## config.mk

```make
export PLATFORM = sky130hd
export DESIGN_NAME = image_half_ds
export DESIGN_NICKNAME = d
export VERILOG_FILES = /design/src/rtl/image_half_pkg.sv /design/src/rtl/image_half_linebuf.sv /design/src/rtl/image_half_ds.sv
export SDC_FILE = /design/constraint.sdc
export NUM_CORES = 1
export LEC_CHECK = 0
export ABC_AREA = 1
export CAP_MARGIN = 20
export CORE_MARGIN = 2
export CORE_UTILIZATION = 35
export CTS_BUF_LIST = sky130_fd_sc_hd__clkbuf_16
export CTS_CLUSTER_DIAMETER = 30
export CTS_CLUSTER_SIZE = 25
export DETAILED_ROUTE_END_ITERATION = 16
export GPL_TIMING_DRIVEN = 1
export PLACE_DENSITY = 0.62
export REMOVE_ABC_BUFFERS = 1
export SLEW_MARGIN = 0
export SYNTH_ARGS = -nofsm -noshare
export SYNTH_HDL_FRONTEND = slang
export SYNTH_SLANG_ARGS = --single-unit
```

## constraint.sdc

```tcl
create_clock -name clk_in -period 2.8 [get_ports clk_in]
set_input_delay 0.42 -clock clk_in [delete_from_list [all_inputs] [get_ports clk_in]]
set_output_delay 0.42 -clock clk_in [all_outputs]
set_load 0.02 [all_outputs]
```

## src/rtl/image_half_pkg.sv

```systemverilog
// Shared coordinate/address types and the linear output-address helper for the 2:1 downscaler.
package image_half_pkg;

  localparam int COORD_W = 11;
  localparam int ADDR_W  = 11;

  typedef logic [COORD_W-1:0] coord_t;
  typedef logic [ADDR_W-1:0]  addr_t;

  // Output address of the 2x2 block containing input pixel (x,y).
  function automatic addr_t out_addr(input coord_t x, input coord_t y, input int new_width);
    logic [31:0] lin;
    lin = (32'(y) >> 1) * 32'(new_width) + (32'(x) >> 1);
    return addr_t'(lin);
  endfunction

endpackage

```

## src/rtl/image_half_linebuf.sv

```systemverilog
// One-row buffer of horizontal pair results: written on even rows, read combinationally on odd rows.
// Latency: write visible next cycle, read is asynchronous; no backpressure.
module image_half_linebuf #(
  parameter int DEPTH = 32,
  parameter int W     = 9,
  parameter int IDX_W = 5
) (
  input  logic             clk_in,
  input  logic             i_wr_en,
  input  logic [IDX_W-1:0] i_idx,
  input  logic [W-1:0]     i_wr_dat,
  output logic [W-1:0]     o_rd_dat
);

  logic [W-1:0] r_mem [DEPTH];

  // Contents are don't-care after reset, so no reset term: maps onto distributed RAM.
  always_ff @(posedge clk_in) begin
    if (i_wr_en) r_mem[i_idx] <= i_wr_dat;
  end

  assign o_rd_dat = r_mem[i_idx];

endmodule

```

## src/rtl/image_half_ds.sv

```systemverilog
// Streaming 2:1 downscaler, one output per 2x2 block; output 1 cycle after the odd/odd pixel, no backpressure.
// IMAGE_HALF_AVG_EN defined: rounded 2x2 average; undefined: top-left pixel of each block.
module image_half_ds
  import image_half_pkg::*;
#(
  parameter int BIT_DEPTH  = 8,
  parameter int NEW_WIDTH  = 32,
  parameter int NEW_HEIGHT = 32
) (
  input  logic                 clk_in,
  input  logic                 rst_in,
  input  logic [BIT_DEPTH-1:0] data_in,
  input  coord_t               data_x_in,
  input  coord_t               data_y_in,
  input  logic                 data_valid_in,
  output logic [BIT_DEPTH-1:0] data_out,
  output addr_t                data_addr_out,
  output logic                 data_valid_out,
  output logic                 error_out,
  output logic                 busy_out
);

  localparam coord_t X_LAST    = coord_t'(2*NEW_WIDTH - 1);
  localparam coord_t Y_LAST    = coord_t'(2*NEW_HEIGHT - 1);
  localparam addr_t  LAST_ADDR = addr_t'(NEW_WIDTH*NEW_HEIGHT - 1);
  localparam int     IDX_W     = (NEW_WIDTH > 1) ? $clog2(NEW_WIDTH) : 1;

`ifdef IMAGE_HALF_AVG_EN
  localparam int LB_W = BIT_DEPTH + 1;
`else
  localparam int LB_W = BIT_DEPTH;
`endif

  coord_t               r_exp_x, r_exp_y;
  logic [BIT_DEPTH-1:0] r_h;
  logic [BIT_DEPTH-1:0] r_dout;
  addr_t                r_addr;
  logic                 r_vld, r_err, r_busy;

  logic                 w_is_origin, w_in_range, w_in_order;
  logic                 w_accept, w_drop, w_emit, w_lb_we, w_last;
  coord_t               w_nxt_x, w_nxt_y;
  addr_t                w_oaddr;
  logic [IDX_W-1:0]     w_idx;
  logic [LB_W-1:0]      w_lb_wdat, w_lb_rdat;
  logic [BIT_DEPTH-1:0] w_px;

  // (0,0) always restarts a frame; anything else must be the next raster position.
  assign w_is_origin = (data_x_in == '0) && (data_y_in == '0);
  assign w_in_range  = (data_x_in <= X_LAST) && (data_y_in <= Y_LAST);
  assign w_in_order  = (data_x_in == r_exp_x) && (data_y_in == r_exp_y);
  assign w_accept    = data_valid_in && (w_is_origin || (w_in_range && w_in_order));
  assign w_drop      = data_valid_in && !w_accept;

  assign w_emit  = w_accept &&  data_x_in[0] && data_y_in[0];
  assign w_lb_we = w_accept &&  data_x_in[0] && !data_y_in[0];
  assign w_idx   = data_x_in[IDX_W:1];
  assign w_oaddr = out_addr(data_x_in, data_y_in, NEW_WIDTH);
  assign w_last  = (w_oaddr == LAST_ADDR);

  always_comb begin
    w_nxt_x = data_x_in + coord_t'(1);
    w_nxt_y = data_y_in;
    if (data_x_in == X_LAST) begin
      w_nxt_x = '0;
      w_nxt_y = (data_y_in == Y_LAST) ? '0 : data_y_in + coord_t'(1);
    end
  end

`ifdef IMAGE_HALF_AVG_EN
  logic [BIT_DEPTH:0]   w_pair;
  logic [BIT_DEPTH+1:0] w_sum;

  assign w_pair    = {1'b0, r_h} + {1'b0, data_in};
  assign w_lb_wdat = w_pair;
  // Four-pixel sum plus 2 for round-half-up; fits in BIT_DEPTH+2 bits.
  assign w_sum     = {1'b0, w_lb_rdat} + {1'b0, w_pair} + (BIT_DEPTH+2)'(2);
  assign w_px      = BIT_DEPTH'(w_sum >> 2);
`else
  // At an even row's odd column r_h holds the block's top-left pixel.
  assign w_lb_wdat = r_h;
  assign w_px      = w_lb_rdat;
`endif

  image_half_linebuf #(
    .DEPTH (NEW_WIDTH),
    .W     (LB_W),
    .IDX_W (IDX_W)
  ) u_linebuf (
    .clk_in   (clk_in),
    .i_wr_en  (w_lb_we),
    .i_idx    (w_idx),
    .i_wr_dat (w_lb_wdat),
    .o_rd_dat (w_lb_rdat)
  );

  always_ff @(posedge clk_in) begin
    if (w_accept && !data_x_in[0]) r_h <= data_in;
  end

  always_ff @(posedge clk_in or negedge rst_in) begin
    if (!rst_in) begin
      r_exp_x <= '0;
      r_exp_y <= '0;
      r_dout  <= '0;
      r_addr  <= '0;
      r_vld   <= 1'b0;
      r_err   <= 1'b0;
      r_busy  <= 1'b0;
    end else begin
      r_vld <= 1'b0;
      if (w_drop) r_err <= 1'b1;
      if (w_accept) begin
        r_exp_x <= w_nxt_x;
        r_exp_y <= w_nxt_y;
        if (w_is_origin) r_busy <= 1'b1;
        if (w_emit) begin
          r_dout <= w_px;
          r_addr <= w_oaddr;
          r_vld  <= 1'b1;
          if (w_last) r_busy <= 1'b0;
        end
      end
    end
  end

  assign data_out       = r_dout;
  assign data_addr_out  = r_addr;
  assign data_valid_out = r_vld;
  assign error_out      = r_err;
  assign busy_out       = r_busy;

endmodule

```

==> impl_metrics.py, run 1 <==
metrics = {
    "floorplan": {
        "start_util_pct": 35.5,
        "row_count": 69,
        "ioPinCount": 55,
        "die_x_um": 194,
        "die_h_um": 194,
        "fp.coreArea_um2": 35600,
        "die-area_um2": 37700,
    },
    "timing": {
        "finalHoldViolations": 0,
        "max_freq_ghz": 0.434,
        "setup_violations": 0,
        "slew_headroom_pct": 63.9,
        "report.final.slew_viol_count": 0,
        "period_share_pct": 82.2,
        "period_minus_slack_ns": 2.30,
        "tightest_slew_ns": 0.541,
        "clock_skew_ns": 0.0318,
        "rsz0062_at_grt": "no",
    },
    "route": {
        "top_layer": "met4",
        "ant_nets": 0,
        "wl_um": 31400,
        "wl_met3_um": 1790,
        "via_per_inst": 5.03,
        "vias": 8306,
        "drt-met1-wl_um": 13700,
        "dr_wl_met2_um": 15000,
        "drc": 0,
        "post_drt_wl_per_cell_um": 19.0,
        "drt_iter0_markers": 677,
        "drt_pre_antenna_iters": 5,
    },
    "place": {
        "port-buffer-count": 54,
        "dp_hpwl_um": 20600,
        "placed_area_um2": 14500,
        "gp_congestion": 0.888,
    },
    "final_layout": {
        "fill_cells": 3142,
        "drive_above_1_share_pct": 22.4,
        "final_cell_mix": "edfxtp_1, nand2_1, a22oi_1, buf_4, a21oi_1",
        "regArea_um2": 9030,
        "design_area_um2": 16400,
        "fin_nets": 1185,
        "synthToLayoutAreaGrowth_pct": 29.6,
        "layout_commonest_cell": "edfxtp_1",
        "multi_input_area_um2": 3140,
    },
    "critical_path": {
        "arrival_ns": 2.59,
        "critPathMaxFanout": 32,
        "rr_startpoint": "r_exp_y[0]$_DFFE_PN0N_",
        "cpPeakStageDelay_ns": 0.57,
        "cp-start-kind": "input pin",
        "path_delay_family": "buffers and inverters",
        "critical_path.endpoint_type": "flip-flop",
        "critPathSlowestCell": "clkdlybuf4s50_1",
        "crit_path_frequent_cell": "nand2_1",
        "r2r_end": "u_linebuf.r_mem[29][0]$_DFFE_PP_",
        "cp_num_buf_inv": 3,
        "rrSetupSlack_ns": 0.62,
        "reg2reg_depth": 12,
        "cp.depth": 12,
        "critPathKind": "input pin to flip-flop",
        "cp_cell_sequence": "clkdlybuf4s50_1 -> ha_1 -> nand2_1 -> nor2_1 -> nand2_1 -> nand2_1 -> nand4_1 -> nand2_2 -> nand4_1 -> buf_12 -> nor3_1 -> buf_4",
        "cp.required_ns": 3.09,
    },
    "cts": {
        "postCtsResizedCells": 0,
        "htree_levels": 2,
        "cts_tree": "yes",
        "clkTransAtPathRegs_ns": 0.05,
        "clockBufferDepth": 3,
        "cts.sinks": 308,
        "cts_root_buf": "clkbuf_16",
        "cts_buffers": 57,
        "clkLatencyLatePin_ns": 0.58,
    },
    "global_routing": {
        "antenna_found_initial": 1,
        "grt_usage_pct": 16.7,
        "grt_pass1_wl_um": 48900,
        "grt-ovfl-total": 0,
        "grt_pass1_vias": 8585,
        "grt_max_degree": 33,
    },
    "yosys": {
        "synth-edff-count": 264,
        "synthCells": 968,
        "synth.largest_area_cell": "edfxtp_1",
        "ys_warn_count": 0,
        "synth_area_leaders": "edfxtp_1, dfrtp_1, a22oi_1",
        "seq_area_frac_synth_pct": 71.4,
        "mappedNetlistArea_um2": 12600,
        "async_reset_ff_share_pct": 14.3,
        "ys.flop_type": "edfxtp_1",
        "syn_area_per_cell_um2": 13.1,
        "synth_top_area_share_pct": 62.7,
        "ys_ff_latch": 308,
        "synthDistinctLibCells": 34,
    },
    "power_and_ir_drop": {
        "p_leak_uw": 0.00608,
        "power-per-cell-area_nw_per_um2": 732,
        "irDropWorstVdd_v": 0.000576,
        "power_uw": 12000,
    },
    "hold_path": {
        "hold_path_class": "input pin to asynchronous set/reset pin",
    },
    "status": {
        "status": "complete, no violations",
    },
    "job": {
        "maxCapViolations": 0,
    },
}
## repair_timing
item / 4_1_cts / 5_1_grt
setup endpoints to repair: 0 / 0
hold buffers: 1 / 0
endpoints found under the hold margin: 17 / 0
buffers inserted: 0 / 0
## worst reg2reg max path: stages, from the launching register on
cell and delay (ns):
dfrtp_1 0.37, inv_1 0.06, nand2_1 0.05, nand2_1 0.08, nor2_1 0.11, nand2_1 0.10
nor2_1 0.11, nand4_1 0.10, nand2_2 0.08, nand4_1 0.16, buf_12 0.24, nor3_1 0.23
buf_4 0.20
## kinds of logic (layout without fill, tap and decap cells)
kind of cell / count (synthesis) / after routing / share of synthesized area, %
compound gates: 226 / 226 / 11.5
xor+xnor: 8 / 8 / 0.554
fa+ha+maj: 10 / 10 / 1.05
buf+inv: 115 / 336 / 3.95
flops: 308 / 308 / 71.4
other cells: 0 / 1 / 0
simple gates: 301 / 301 / 11.5
## state kept, by name, summed over array words and instances, names as in the netlist
name and count:
data_valid_out 1, r_exp_y 11, r_h 8, r_exp_x 11, u_linebuf.r_mem 256, data_addr_out 11, busy_out 1, data_out 8
error_out 1
## power by group
group	leakage, uW	switching (uW)	internal [uW]
registers	0.00291	0.0295	4930
logic	0.00223	302	211
clock network	0.000942	2290	4270
total	0.00608	2590	9410
## through the flow
| stage | setup slack (ns) | util [%] | setup TNS, ns | instances | hold WS [ns] |
|---|---|---|---|---|---|
| floorplan | -1.68 | - | -307.46 | 918 | 0.124 |
| global placement | -0.0808 | 40.7 | -2.14 | 1543 | 0.387 |
| detailed placement | -0.0866 | 40.7 | -3.31 | 1543 | 0.390 |
| CTS | 0.495 | 46.1 | 0 | 1650 | 0.323 |
| global route | 0.354 | 46.1 | 0 | 1651 | 0.383 |
| finish | 0.497 | 46.1 | 0 | 1651 | 0.330 |
## cells in the mapped netlist (11+ instances only)
library cell	instances
edfxtp_1	264
nand2_1	147
a22oi_1	128
a21oi_1	68
nor2_1	60
inv_1	51
dfrtp_1	44
buf_2	30
nor3_2	30
or2_2	17
nor3_1	16
o21ai_0	16
inv_2	13
nand3_1	12
o21ai_1	11
## layer usage
| metal | track usage (%) | vias to the layer above |
|---|---|---|
| li1 | - | 3929 |
| met1 | 22.2 | 4062 |
| met2 | 27.3 | 254 |
| met3 | 3.13 | 61 |
| met4 | 6.45 | 0 |
| met5 | 0 | - |
## worst max-delay path by stage
| stage | startpoint | to | slack (ns) |
|---|---|---|---|
| 6_report | data_y_in[1] | u_linebuf.r_mem[29][0]$_DFFE_PP_ | 0.50 |
| 5_1_grt | data_y_in[3] | u_linebuf.r_mem[29][0]$_DFFE_PP_ | 0.35 |
| 4_1_cts | data_y_in[1] | u_linebuf.r_mem[29][2]$_DFFE_PP_ | 0.49 |
| 3_5_place_dp | data_y_in[1] | u_linebuf.r_mem[29][1]$_DFFE_PP_ | -0.09 |
| 3_3_place_gp | data_x_in[5] | u_linebuf.r_mem[29][2]$_DFFE_PP_ | -0.08 |
| 2_1_floorplan | data_x_in[2] | u_linebuf.r_mem[10][0]$_DFFE_PP_ | -1.68 |
## layout make-up
class                      count  area share (%)
antenna                        1          0.0153
clock buffer                  57            8.70
multi-input combinational    545            19.2
tap                          461            3.52
clock inverter                49            2.83
timing repair buffer         165            9.21
sequential                   308            55.1
inverter                      65            1.49
Power figures use the tool's default switching activity.
==> inputs of run 2 (changes only) <==
==> constraint.sdc (replaced) <==
create_clock -name clk_in -period 2.3 [get_ports clk_in]
set_input_delay 0.345 -clock clk_in [delete_from_list [all_inputs] [get_ports clk_in]]
set_output_delay 0.345 -clock clk_in [all_outputs]
set_load 0.02 [all_outputs]
==> impl_metrics.py, run 2 (synthesis results as in run 1) <==
metrics = {
    "status": {
        "status": "complete, no violations",
    },
    "route": {
        "drt_iter0_markers": 643,
        "via_per_inst": 5.01,
        "post_drt_wl_per_cell_um": 18.9,
        "ant_nets": 0,
        "drc": 0,
        "drt_pre_antenna_iters": 5,
        "wl_um": 32200,
        "vias": 8548,
    },
    "final_layout": {
        "drive_above_1_share_pct": 27.0,
        "top_register": "u_linebuf.r_mem",
        "fin_util_pct": 47.8,
        "regArea_um2": 9030,
        "final_cell_mix": "edfxtp_1, nand2_1, buf_4, a22oi_1, a21oi_1",
        "multi_input_area_um2": 3180,
        "fin_nets": 1246,
        "layout_commonest_cell": "edfxtp_1",
        "synthToLayoutAreaGrowth_pct": 34.4,
        "diodes": 0,
        "fill_cells": 3099,
        "largest_reg_flops": 256,
        "design_area_um2": 17000,
    },
    "critical_path": {
        "arrival_ns": 2.43,
        "critPathMaxFanout": 16,
        "cp-start-kind": "input pin",
        "crit_start": "data_x_in[3]",
        "r2r_end": "u_linebuf.r_mem[30][0]$_DFFE_PP_",
        "cp.required_ns": 2.54,
        "rr_startpoint": "r_exp_y[9]$_DFFE_PN0N_",
        "critical_path.endpoint_type": "flip-flop",
        "critPathKind": "input pin to flip-flop",
        "reg2reg_depth": 11,
        "endpoint": "u_linebuf.r_mem[30][0]$_DFFE_PP_",
        "rrSetupSlack_ns": 0.16,
    },
    "power_and_ir_drop": {
        "power_uw": 14300,
        "irDropWorstVdd_v": 0.000494,
        "p_leak_uw": 0.00649,
        "power-per-cell-area_nw_per_um2": 839,
    },
    "timing": {
        "holdWs_ns": 0.303,
        "period_share_pct": 95.3,
        "report.final.slew_viol_count": 0,
        "finalHoldViolations": 0,
        "tightest_slew_ns": 0.716,
        "max_freq_ghz": 0.456,
        "period_minus_slack_ns": 2.19,
        "clock_skew_ns": 0.0333,
        "setup_violations": 0,
        "slew_headroom_pct": 52.3,
    },
    "cts": {
        "cts.sinks": 308,
        "cts_buffers": 53,
        "clkTransAtPathRegs_ns": 0.04,
        "cts_root_buf": "clkbuf_16",
        "clockBufferDepth": 3,
        "cts_tree": "yes",
        "clkLatencyLatePin_ns": 0.56,
        "htree_levels": 2,
    },
    "hold_path": {
        "min_from": "data_x_in[4]",
        "hold_path_class": "input pin to flip-flop",
    },
    "place": {
        "port-buffer-count": 54,
        "dp_hpwl_um": 22200,
        "placed_area_um2": 15000,
        "gp_congestion": 0.894,
    },
    "floorplan": {
        "ioPinCount": 55,
        "fp.coreArea_um2": 35600,
        "start_util_pct": 35.5,
        "die_h_um": 194,
        "die_x_um": 194,
        "die-area_um2": 37700,
        "row_count": 69,
    },
    "global_routing": {
        "grt_pass1_vias": 8803,
        "grt_max_degree": 33,
        "antenna_found_initial": 0,
        "grt-ovfl-total": 0,
        "grt_usage_pct": 16.8,
        "grt_pass1_wl_um": 49300,
    },
    "job": {
        "maxCapViolations": 0,
    },
}
run 2: how the worst min path moves through the flow:
stage	endpoint	slack [ns]	cells after the start
after floorplan	busy_out$_DFFE_PN0N_	0.05	0
after global placement	r_exp_x[7]$_DFFE_PN0N_	0.41	1
after detailed placement	busy_out$_DFFE_PN0N_	0.42	1
after CTS	r_h[4]$_DFFE_PP_	0.34	1
after global routing	data_addr_out[3]$_DFFE_PN0P_	0.32	4
final	data_addr_out[3]$_DFFE_PN0P_	0.30	4
run 2: what timing repair did:
action,4_1_cts,5_1_grt
hold endpoints to repair,21,0
gates resized for setup,0,33
endpoints found under the setup margin,0,255
buffers inserted,0,7
hold buffers,1,0
run 2: worst max-delay path: stages:
cell and delay (ns):
clkdlybuf4s50_1 0.48, buf_4 0.19, nand2_1 0.10, nor2_2 0.06, nand2_1 0.09, o21ai_1 0.06
nor2_1 0.11, nand4_1 0.10, nand2_2 0.08, nand4_1 0.14, buf_4 0.20, buf_12 0.16
nor3_2 0.13, buf_6 0.16
run 2: power by group:
part / switching [uW] / internal [uW] / total, uW
Clock: 2620 / 4930 / 7550
Sequential: 0.0329 / 6000 / 6000
Combinational: 390 / 322 / 712
Total: 3010 / 11300 / 14300
run 2: metrics by stage:
step                setup TNS (ns)  instances  setup WS [ns]
finish                           0       1707          0.108
global route               -0.0197       1707       -0.00440
CTS                              0       1698         0.0266
detailed placement         -131.64       1599         -0.545
global placement           -122.93       1593         -0.511
floorplan                  -419.81        918          -2.11
run 2: routing by layer:
| layer | up-vias | share of wire [%] | global-route usage, % |
|---|---|---|---|
| met5 | - | 0 | 0 |
| met4 | 0 | 2.6 | 5.56 |
| met3 | 60 | 5.7 | 3.20 |
| met2 | 272 | 49 | 28.5 |
| met1 | 4175 | 43 | 21.8 |
| li1 | 4041 | - | - |
run 2: final cells by class:
class / count / area share (%)
Inverter: 65 / 1.44
Clock buffer: 54 / 7.95
Clock inverter: 44 / 2.41
Sequential cell: 308 / 53.1
Timing Repair Buffer: 230 / 13.0
Multi-Input combinational cell: 545 / 18.7
Tap cell: 461 / 3.39
